--- src/rtl/rp_acq_pkg.sv ---
// Shared acquisition-path constants and helpers used by the decimation stage.
// Holds the decimation-factor width, the accumulator sizing and the shift-amount encoder.
package rp_acq_pkg;

    localparam int DEC_W   = 17;
    localparam int DEC_MAX = 65536;
    localparam int SHIFT_W = 5;

    // Accumulator wide enough to sum DEC_MAX full-scale samples without wrapping.
    function automatic int acc_width(input int dw, input int decw);
        return dw + decw;
    endfunction

    // Priority encoder: index of the highest set bit, i.e. log2 of a power of two.
    function automatic logic [SHIFT_W-1:0] pow2_log2(input logic [31:0] n);
        logic [SHIFT_W-1:0] idx;
        idx = 5'd0;
        for (int i = 0; i < 32; i++) begin
            if (n[i]) begin
                idx = SHIFT_W'(i);
            end else begin
                idx = idx;
            end
        end
        return idx;
    endfunction

endpackage

--- src/rtl/rp_dec_cfg_latch.sv ---
// Per-block configuration latch for the decimator: sanitises N, detects powers of two,
// derives the averaging shift and drives the N==1 indicator.
module rp_dec_cfg_latch
    import rp_acq_pkg::*;
#(
    parameter int DECW = DEC_W
) (
    input  logic                i_clk,
    input  logic                i_rst_n,
    input  logic                i_load,
    input  logic [DECW-1:0]     i_dec,
    input  logic                i_avg,
    output logic [DECW-1:0]     o_n_eff,
    output logic                o_avg,
    output logic                o_pow2,
    output logic [SHIFT_W-1:0]  o_shift,
    output logic                o_dec1
);

    logic [DECW-1:0]    w_n_san;
    logic               w_pow2;
    logic [SHIFT_W-1:0] w_shift;
    logic [DECW-1:0]    r_n;
    logic               r_avg;
    logic               r_pow2;
    logic [SHIFT_W-1:0] r_shift;
    logic               r_dec1;

    // Sanitise N and precompute block parameters; the block-start sample sees the new N directly.
    always_comb begin
        w_n_san = i_dec;
        if (i_dec == {DECW{1'b0}}) begin
            w_n_san = DECW'(1);
        end else begin
            w_n_san = i_dec;
        end
        w_pow2  = ((w_n_san & (w_n_san - DECW'(1))) == {DECW{1'b0}});
        w_shift = pow2_log2(32'(w_n_san));
        if (i_load) begin
            o_n_eff = w_n_san;
        end else begin
            o_n_eff = r_n;
        end
    end

    // Configuration registers, captured only at block start.
    always_ff @(posedge i_clk or negedge i_rst_n) begin
        if (!i_rst_n) begin
            r_n     <= DECW'(1);
            r_avg   <= 1'b0;
            r_pow2  <= 1'b1;
            r_shift <= 5'd0;
            r_dec1  <= 1'b1;
        end else if (i_load) begin
            r_n     <= w_n_san;
            r_avg   <= i_avg;
            r_pow2  <= w_pow2;
            r_shift <= w_shift;
            r_dec1  <= (w_n_san == DECW'(1));
        end else begin
            r_n     <= r_n;
            r_avg   <= r_avg;
            r_pow2  <= r_pow2;
            r_shift <= r_shift;
            r_dec1  <= r_dec1;
        end
    end

    assign o_avg   = r_avg;
    assign o_pow2  = r_pow2;
    assign o_shift = r_shift;
    assign o_dec1  = r_dec1;

endmodule

--- src/rtl/rp_adc_dec_avg.sv ---
// Decimating boxcar averager for one ADC channel: one output per N accepted samples,
// either the block mean (power-of-two N) or the last sample, two cycles after block end.
module rp_adc_dec_avg
    import rp_acq_pkg::*;
#(
    parameter int DW   = 14,
    parameter int DECW = DEC_W
) (
    input  logic                 adc_clk_i,
    input  logic                 adc_rstn_i,
    input  logic signed [DW-1:0] adc_dat_i,
    input  logic                 adc_dv_i,
    input  logic [DECW-1:0]      set_dec_i,
    input  logic                 set_avg_en_i,
    input  logic                 dec_clr_i,
    output logic signed [DW-1:0] dec_dat_o,
    output logic                 dec_dv_o,
    output logic                 dec1_o
);

    localparam int AW = acc_width(DW, DECW);

    logic                 w_accept;
    logic                 w_start;
    logic                 w_end;
    logic [DECW-1:0]      w_n_eff;
    logic                 w_avg_l;
    logic                 w_pow2_l;
    logic [SHIFT_W-1:0]   w_shift_l;
    logic signed [AW-1:0] w_smp_x;
    logic signed [AW-1:0] w_acc_nxt;
    logic signed [DW-1:0] w_sel;

    logic [DECW-1:0]      r_cnt;
    logic signed [AW-1:0] r_acc;
    logic signed [AW-1:0] r_sum;
    logic signed [DW-1:0] r_last;
    logic                 r_s1_vld;
    logic signed [DW-1:0] r_dat;
    logic                 r_dv;

    rp_dec_cfg_latch #(
        .DECW (DECW)
    ) u_cfg (
        .i_clk   (adc_clk_i),
        .i_rst_n (adc_rstn_i),
        .i_load  (w_start),
        .i_dec   (set_dec_i),
        .i_avg   (set_avg_en_i),
        .o_n_eff (w_n_eff),
        .o_avg   (w_avg_l),
        .o_pow2  (w_pow2_l),
        .o_shift (w_shift_l),
        .o_dec1  (dec1_o)
    );

    // Sample acceptance, block boundaries, running sum and output selection.
    always_comb begin
        w_accept = adc_dv_i & ~dec_clr_i;
        w_start  = w_accept & (r_cnt == {DECW{1'b0}});
        w_end    = w_accept & (r_cnt == (w_n_eff - DECW'(1)));
        w_smp_x  = AW'(adc_dat_i);
        if (r_cnt == {DECW{1'b0}}) begin
            w_acc_nxt = w_smp_x;
        end else begin
            w_acc_nxt = r_acc + w_smp_x;
        end
        // Floor-rounded mean; the shifted value always fits back into DW bits.
        if (w_avg_l && w_pow2_l) begin
            w_sel = DW'(r_sum >>> w_shift_l);
        end else begin
            w_sel = r_last;
        end
    end

    // Counter, accumulator and first pipeline stage; clear discards the partial block.
    always_ff @(posedge adc_clk_i or negedge adc_rstn_i) begin
        if (!adc_rstn_i) begin
            r_cnt    <= {DECW{1'b0}};
            r_acc    <= {AW{1'b0}};
            r_sum    <= {AW{1'b0}};
            r_last   <= {DW{1'b0}};
            r_s1_vld <= 1'b0;
        end else if (dec_clr_i) begin
            r_cnt    <= {DECW{1'b0}};
            r_acc    <= {AW{1'b0}};
            r_s1_vld <= 1'b0;
        end else begin
            r_s1_vld <= w_end;
            if (w_accept) begin
                r_acc <= w_acc_nxt;
                if (w_end) begin
                    r_cnt  <= {DECW{1'b0}};
                    r_sum  <= w_acc_nxt;
                    r_last <= adc_dat_i;
                end else begin
                    r_cnt  <= r_cnt + DECW'(1);
                end
            end else begin
                r_cnt <= r_cnt;
                r_acc <= r_acc;
            end
        end
    end

    // Output stage: pulse for one cycle and hold the data until the next block.
    always_ff @(posedge adc_clk_i or negedge adc_rstn_i) begin
        if (!adc_rstn_i) begin
            r_dat <= {DW{1'b0}};
            r_dv  <= 1'b0;
        end else if (dec_clr_i) begin
            r_dv  <= 1'b0;
        end else begin
            r_dv <= r_s1_vld;
            if (r_s1_vld) begin
                r_dat <= w_sel;
            end else begin
                r_dat <= r_dat;
            end
        end
    end

    assign dec_dat_o = r_dat;
    assign dec_dv_o  = r_dv;

endmodule

--- config.mk ---
export PLATFORM = sky130hd
export DESIGN_NAME = rp_adc_dec_avg
export DESIGN_NICKNAME = d
export VERILOG_FILES = /design/src/rtl/rp_acq_pkg.sv /design/src/rtl/rp_dec_cfg_latch.sv /design/src/rtl/rp_adc_dec_avg.sv
export SDC_FILE = /design/constraint.sdc
export NUM_CORES = 1
export LEC_CHECK = 0
export BUFFER_PORTS_ARGS = -buffer_cell sky130_fd_sc_hd__buf_2
export CORE_MARGIN = 2
export CORE_UTILIZATION = 45
export DETAILED_ROUTE_END_ITERATION = 16
export PLACE_DENSITY = 0.67
export SKIP_LAST_GASP = 1
export SLEW_MARGIN = 40
export SYNTH_ARGS = -nofsm -noshare
export SYNTH_HDL_FRONTEND = slang
export SYNTH_HIERARCHICAL = 1
export SYNTH_SLANG_ARGS = --single-unit
--- constraint.sdc ---
create_clock -name adc_clk_i -period 6.3 [get_ports adc_clk_i]
set_clock_uncertainty 0.1 [all_clocks]
set_input_delay 0.315 -clock adc_clk_i [delete_from_list [all_inputs] [get_ports adc_clk_i]]
set_output_delay 0.315 -clock adc_clk_i [all_outputs]
set_load 0.02 [all_outputs]
After elaboration in Yosys (flattened, before gate mapping):

Cells that the tools add are included.
Widths: inputs -> output; s select.

* register bits after elaboration: 134
* input bits: 36
* output and inout bits: 16
* word-level logic and storage cells: 58

* add/sub/neg operators: 4
* equal/unequal tests: 2
* shift operators: 1
* multiplexer cells: 27
* bitwise gates (word level): 5
* reduce and logical (&&, ||, !) cells: 7

Operator list (number)
* $mux 31: 3
* $mux 17: 5
* $logic_not 17->1: 3
* $sub 17x1->17 const B: 2
* $mux 4: 8
* $add 31x14->31: 1
* $sshr 31x5->14: 1
* $add 17x1->17 const B: 1
* $and 17x17->17: 1
* $eq 17x1->1 const B: 1
* $eq 17x17->1: 1
* $mux 14: 1
* $mux 3: 4
* $mux 5: 1
* $mux 2: 2
* $and 1x1->1: 3
* $mux 1: 3
* $reduce_and 3->1: 1
* $reduce_and 2->1: 1
* $reduce_bool 2->1: 1
* $logic_and 1x1->1: 1
* $not 1->1: 1

Longest topological paths before layout:

Gate-level depths: netlist (run 1).

* word-level depth: 18
* depth in mapped cells: 23
* mapped depth without buffers: 18

Cells and area by module:

Netlist (run 1), hierarchy kept.

By module, submodules not included
* rp_adc_dec_avg: instances 1, cells an instance 978, area each 8314.2 µm², sequential area each 2727.6 µm²
* rp_dec_cfg_latch: instances 1, cells an instance 121, area each 1290.0 µm², sequential area each 629.4 µm²

Least setup slack after synthesis (run 1):

OpenSTA, ideal clock, no wires.

* kind: reg-to-reg
* start: reg r_cnt[0]
* end: reg r_cnt[11]
* library setup time: 133 ps
* arrival time: 4643 ps
* data required time: 6067 ps
* slack: 1423 ps
* stages on the path, launching flop included: 23
* path buffers: 4
* clock period less this slack: 4877 ps
* cell sequence: dfrtp_1 inv_1 ha_1 nor4b_1 nand4_1 clkbuf_1 nor2_1 clkbuf_1 clkbuf_1 nor2_1 a21oi_1 inv_1 ha_1 nor3b_1 o41ai_1 a32o_1 nand4_1 nor4_1 a31o_2 buf_2 nor2_1 o21ai_0 o21ai_0

* longest elaborated chain between the ends: 9
* elaborated cells between the ends (all ways): 10
* classes of those cells: add/sub (2); eq/ne (1); mux (4); bitwise (2); reduce/logical (1)

RTL lines
* start: declaration: line rp_adc_dec_avg.sv:34 `logic [DECW-1:0] r_cnt;`
* start signal: assignment: line rp_adc_dec_avg.sv:79 `r_cnt <= {DECW{1'b0}};`
* start signal: assignment: line rp_adc_dec_avg.sv:85 `r_cnt <= {DECW{1'b0}};`
* start signal: assignment: line rp_adc_dec_avg.sv:93 `r_cnt <= {DECW{1'b0}};`
* $logic_not 17->1: line rp_adc_dec_avg.sv:60 `w_start = w_accept & (r_cnt == {DECW{1'b0}});`
* $and 1x1->1: line rp_adc_dec_avg.sv:60
* named net w_start: line rp_adc_dec_avg.sv:24 `logic w_start;`
* $mux 17
* named net w_n_eff[0]: line rp_adc_dec_avg.sv:26 `logic [DECW-1:0] w_n_eff;`
* $sub 17x1->17: line rp_adc_dec_avg.sv:61 `w_end = w_accept & (r_cnt == (w_n_eff - DECW'(1)));`
* $eq 17x17->1: line rp_adc_dec_avg.sv:61
* $and 1x1->1: line rp_adc_dec_avg.sv:61
* $mux 17: line rp_adc_dec_avg.sv:92 `if (w_end) begin`
* $mux 17: line rp_adc_dec_avg.sv:90 `if (w_accept) begin`
* $mux 17: line rp_adc_dec_avg.sv:84 `end else if (dec_clr_i) begin`

The timed path passes the listed nets, and every way through them passes these cells. The select of a mux whose other input is x is not followed.
A chain may end at the register's enable or synchronous reset.

Worst setup path after layout (run 1):

* start: reg r_cnt[0]
* end: reg r_sum[2]

* longest elaborated chain between the ends: 7
* elaborated cells between the ends (all ways): 8
* classes of those cells: add/sub (1); eq/ne (1); mux (2); bitwise (2); reduce/logical (2)

RTL lines
* $logic_not 17->1: line rp_adc_dec_avg.sv:60
* $and 1x1->1: line rp_adc_dec_avg.sv:60
* named net w_start: line rp_adc_dec_avg.sv:24
* $mux 17
* named net w_n_eff[9]: line rp_adc_dec_avg.sv:26
* $sub 17x1->17: line rp_adc_dec_avg.sv:61
* $eq 17x17->1: line rp_adc_dec_avg.sv:61
* $and 1x1->1: line rp_adc_dec_avg.sv:61
* $reduce_and 3->1 (no source line)
* end signal: assignment: line rp_adc_dec_avg.sv:81 `r_sum <= {AW{1'b0}};`
* end signal: assignment: line rp_adc_dec_avg.sv:94 `r_sum <= w_acc_nxt;`
* end: declaration: line rp_adc_dec_avg.sv:36 `logic signed [AW-1:0] r_sum;`

The timed path passes the listed nets, and every way through them passes these cells.

==> results of run 1 <==
layout make-up:
cell class | instances | area share [%]
clock buffer | 17 | 3.985
inverter | 28 | 0.9845
clock inverter | 15 | 1.887
sequential | 134 | 31.46
multi-input combinational | 877 | 55.39
tap | 275 | 3.223
timing repair buffer | 59 | 3.071
how the worst max path moves through the flow:
stage	start	endpoint	slack [ns]	depth (start not counted)
2_1_floorplan	r_cnt[0]	r_cnt[11]	1.42	22
3_3_place_gp	r_cnt[0]	r_sum[2]	1.20	14
3_5_place_dp	r_cnt[0]	r_sum[2]	1.11	14
4_1_cts	r_cnt[0]	r_sum[2]	1.10	14
5_1_grt	r_cnt[0]	r_sum[2]	0.66	14
6_report	r_cnt[0]	r_sum[2]	1.04	14
state kept, by name, summed over array words and instances, names as in the netlist:
signal and count:
r_acc 31, r_sum 31, r_cnt 17, u_cfg/r_n 17
dec_dat_o 14, r_last 14, u_cfg/o_shift 5, dec_dv_o 1
r_s1_vld 1, u_cfg/o_avg 1, u_cfg/o_dec1 1, u_cfg/o_pow2 1
layer usage:
| metal | routed length, µm | track usage [%] | vias to the layer above | share of wire, % |
|---|---|---|---|---|
| met3 | 1455 | 4.091 | 29 | 5.8 |
| met5 | 0 | 0 | - | 0 |
| li1 | - | - | 4061 | - |
| met1 | 12300 | 35.11 | 4007 | 49 |
| met2 | 11140 | 34.73 | 268 | 44 |
| met4 | 357 | 6.085 | 0 | 1.4 |
power groups by stage:
stage	combinational, mW	sequential [mW]	clock, mW
floorplan	0.617	0.953	0
global placement	0.761	0.989	0
detailed placement	0.768	0.991	0
CTS	0.774	0.976	1.09
global route	0.865	0.986	1.13
finish	0.778	0.978	1.07
synth_stat cells, types with 14 or more instances:
cell type,n,area (µm²)
and3_1,15,93.84
xor2_1,14,122.6
clkbuf_1,46,172.7
inv_1,27,101.4
nor2_1,106,397.9
ha_1,33,412.9
nand2_1,144,540.5
nand3_1,21,105.1
xnor2_1,31,271.5
mux2i_1,33,330.3
mux2_2,28,315.3
nand2b_1,19,118.9
a211oi_1,36,270.3
a21oi_1,74,370.4
mux4_2,26,585.6
dfrtp_1,131,3278
o21ai_0,115,575.6
logic make-up after synthesis:
logic type	after synthesis	synth area share [%]
simple gates	393	19.63
compound gates	318	20.38
flops	134	34.95
buf+inv	88	3.609
mux	87	12.82
xor+xnor	45	4.104
fa+ha+maj	34	4.508
critical path, cell delays in order, from the launching register on:
cell,delay [ns]
dfrtp_1,0.48
inv_1,0.10
ha_1,0.14
nor4b_1,0.32
nand4_1,0.24
nor2_2,0.40
buf_4,0.36
mux2_2,0.44
nor4_1,0.50
nand3_1,0.25
or3_1,0.36
a21boi_0,0.20
mux2_2,0.22
and3_1,0.64
mux2_2,0.40
==> flow_summary.toml, run 1 <==
[finish]
fillers = 1958
design_area_um2 = 10680
multi_input_area_um2 = 5913
final_common_cell = "nand2_1"
regArea_um2 = 3358
nets = 1187
postLayoutCoreUtil_pct = 50.94
area_growth_pct = 11.15
final_cell_mix = "nand2_1, dfrtp_1, o21ai_0, nor2_1, a21oi_1"
diodes = 0
fin_cells = 1405
drive_gt1_share_pct = 14.78

[placement]
place_ws_ns = 1.112
globalplace.congestion = 0.8950
portBuffers = 51
dp_hpwl_um = 18020
place_area_um2 = 10030
numPlacedInstances = 1372

[hold_path]
hp-start = "set_avg_en_i"
worstHoldPathType = "primary input to flop"
whs_path_depth = 2
worstHoldEndpoint = "u_cfg/o_avg"

[synth]
syn_avg_cell_area_um2 = 8.739
ys.flop_type = "dfrtp_1"
async_reset_ff_share_pct = 100.0
synth_edf_count = 0
yosys_register_bits = 134
netlist_area_um2 = 9604
yosysWarnings = 6
ys_types = 78
syn_nets = 1169
synthCells = 1099
yosysSeqAreaShare_pct = 34.95

[pwr]
swShare_pct = 32.87
total_power_mw = 2.826
p_int_mw = 1.897
p_seq_share_pct = 34.6
leakage_nw = 4.676
clockPowerShare_pct = 37.9
power_frac_comb_pct = 27.5
power_switching_mw = 0.9288
power.density_nw_per_um2 = 264.7
peakVddDrop_uv = 176.2

[detailed_routing]
antenna_left = 0
routedWlPerCell_um = 17.97
drt_wl_total_um = 25250
drc = 0
drt_iter0_drc = 804
first_pass_iters = 5
vias = 8365
via_per_inst = 5.954

[timing]
finalCriticalPeriod_ns = 5.257
min_period_over_period_pct = 83.44
fin_setup_tns_ns = 0
setup_ws_ns = 1.043
max_slew_margin_pct = 44.71
tightest_slew_ns = 0.8293
slew_viol_final = 0
setup_violations = 0
hold-worst-slack_ns = 0.02812
rsz0062_at_grt = "no"
hold_viol = 0
fmax_mhz = 190.2

[setup_path]
crit_path_max_fanout = 23
cp-start-kind = "flop"
required_ns = 6.52
r2r_slack_ns = 1.04
worstPathArrival_ns = 5.47
crit_type = "flop to flop"
endpoint_kind = "flop"
r2r-start = "r_cnt[0]"
ff2ff_path_depth = 14
r2r-end = "r_sum[2]"

[job]
max_cap_violations = 0

[clock_network]
post_cts_buffers = 0
cts_sinks = 134
cts_root_buffer = "clkbuf_16"
clk_latency_ns = 0.43
htree_num_levels = 4
cts_buffer_depth = 2
ctsHoldBuffers = 1
cts_resized = 0
clkSlewWorstSetupHoldPaths_ns = 0.07
cts_buffers = 17
cts_tree = "yes"

[floorplan]
fp.dieH_um = 150.1
fp.dieW_um = 150.1
fp.dieArea_um2 = 22530
coreArea_um2 = 20960
start_util_pct = 45.83
num_rows = 53
io_pins = 52

[global_route]
grt_antenna_before_repair = 0
grt_max_degree = 70
grt_pass1_vias = 7716
grt_pass1_wl_um = 41550
grt_use_total_pct = 23.36
grt_overflow = 0

[run_status]
status = "finished, final reports clean"
Note: power is estimated with default switching activity, not from simulation.
==> run 2, diff against run 1 <==
PLACE_DENSITY = 0.69   (was 0.67)
clock period = 4.6 ns   (was 6.3 ns; I/O delays follow)
==> flow_summary.toml, run 2 (synthesis gave the netlist of run 1 again) <==
[floorplan]
coreArea_um2 = 20960
start_util_pct = 45.83
io_pins = 52
fp.dieH_um = 150.1
num_rows = 53
fp.dieW_um = 150.1
fp.dieArea_um2 = 22530

[pwr]
power_switching_mw = 1.293
power.density_nw_per_um2 = 345.2
leakage_nw = 4.927
p_int_mw = 2.546
power_frac_comb_pct = 29.2
p_seq_share_pct = 35.0
peakVddDrop_uv = 254.2
swShare_pct = 33.68
clockPowerShare_pct = 35.8

[timing]
tightest_slew_ns = 0.6753
finalCriticalPeriod_ns = 4.386
hold_viol = 0
rsz0062_at_grt = "yes"
min_period_over_period_pct = 95.35
max_slew_margin_pct = 54.93
hold-worst-slack_ns = 0.005851
fmax_mhz = 228.0
slew_viol_final = 0
setup_violations = 0
fin_setup_tns_ns = 0

[clock_network]
clk_latency_ns = 0.43
cts_sinks = 134
cts_buffers = 17
htree_num_levels = 4
clkSlewWorstSetupHoldPaths_ns = 0.06
cts_tree = "yes"
cts_buffer_depth = 2
cts_root_buffer = "clkbuf_16"

[detailed_routing]
antenna_left = 0
via_per_inst = 5.907
first_pass_iters = 5
drt_wl_total_um = 25340
vias = 8536
drt_iter0_drc = 813
routedWlPerCell_um = 17.53
drc = 0

[placement]
portBuffers = 51
globalplace.congestion = 0.9388
place_area_um2 = 10280
numPlacedInstances = 1399
dp_hpwl_um = 18040

[finish]
postLayoutCoreUtil_pct = 53.08
final_common_cell = "nand2_1"
top_regs = "r_acc: 31 flops, r_sum: 31 flops"
final_cell_mix = "nand2_1, dfrtp_1, o21ai_0, nor2_1, a21oi_1"
fin_cells = 1445
design_area_um2 = 11120
diodes = 0
nets = 1227
drive_gt1_share_pct = 17.61
area_growth_pct = 15.80

[setup_path]
r2r_slack_ns = 0.21
cp-start-kind = "flop"
worstPathArrival_ns = 4.61
crit_type = "flop to flop"
crit_path_max_fanout = 15
required_ns = 4.82
endpoint_kind = "flop"

[hold_path]
worstHoldPathType = "primary input to flop"

[global_route]
grt_pass1_wl_um = 41920
grt_max_degree = 104
grt_use_total_pct = 23.40
grt_pass1_vias = 7994
grt_antenna_before_repair = 0
grt_overflow = 0

[run_status]
status = "finished, final reports clean"

[job]
max_cap_violations = 0
## run 2: cell count changes in the layout (fill, tap and decap cells not counted), moves of 2 or more
| cell | change |
|---|---|
| buf_12 | +4 |
| nor4_2 | +3 |
| nor4b_4 | +2 |
| buf_4 | +26 |
| nor4_1 | -4 |
| dlygate4sd3_1 | +9 |
| buf_6 | -2 |
| bufinv_16 | -2 |
## run 2: final timing paths
check,startpoint,endpoint,cells past startpoint
setup reg to reg,r_cnt[6],r_cnt[5],15
min in group asynchronous,adc_rstn_i,r_cnt[4],2
hold / removal,adc_dat_i[12],r_last[12],3
setup / recovery,r_cnt[6],r_cnt[5],15
hold reg to reg,r_last[10],r_last[10],2
max in group asynchronous,adc_rstn_i,r_sum[4],3
## run 2: per-stage QoR
step                worst slack (ns)  power [mW]
global placement              0.2193       2.423
finish                        0.2139       3.839
CTS                           0.1538       3.817
global route                -0.07002       4.041
floorplan                    0.05163       2.151
detailed placement           0.09314       2.437
## run 2: power by group through the flow
stage / sequential [mW] / combinational, mW / clock (mW)
floorplan: 1.30 / 0.846 / 0
global placement: 1.36 / 1.07 / 0
detailed placement: 1.36 / 1.08 / 0
CTS: 1.34 / 1.09 / 1.39
global route: 1.36 / 1.25 / 1.44
finish: 1.34 / 1.12 / 1.37
## run 2: worst max-delay path, stage by stage (launching register included)
cell	delay, ns
dfrtp_1	0.45
nor4_1	0.42
nand4_1	0.21
nor2_2	0.18
buf_12	0.16
buf_4	0.17
mux2_2	0.39
or3_1	0.41
nor4_4	0.33
a21oi_1	0.08
a211oi_1	0.31
nand2_1	0.13
a31o_2	0.32
buf_12	0.14
clkbuf_16	0.15
o41ai_1	0.33
## run 2: cell type report
class | count | area [µm²]
clock inverters | 14 | 150.1
well taps | 275 | 344.1
repair buffers | 99 | 738.2
clock buffers | 18 | 439.2
fillers | 1972 | 9833
flip-flops and latches | 134 | 3358
multi-input cells | 877 | 5987
inverters | 28 | 105.1
## run 2: per-layer routing
layer / GRT usage, % / wire length (µm) / vias to the layer above
met4: 5.896 / 309 / 0
met3: 3.273 / 1286 / 29
met2: 35.80 / 11590 / 240
met1: 34.97 / 12160 / 4115
li1: - / - / 4152
met5: 0 / 0 / -
## run 2: repair_timing
item / in CTS / in global routing
hold buffers: 10 / 0
resized for setup: 0 / 11
endpoints found under the hold margin: 108 / 0
buffers inserted: 0 / 2
setup endpoints to repair: 0 / 63
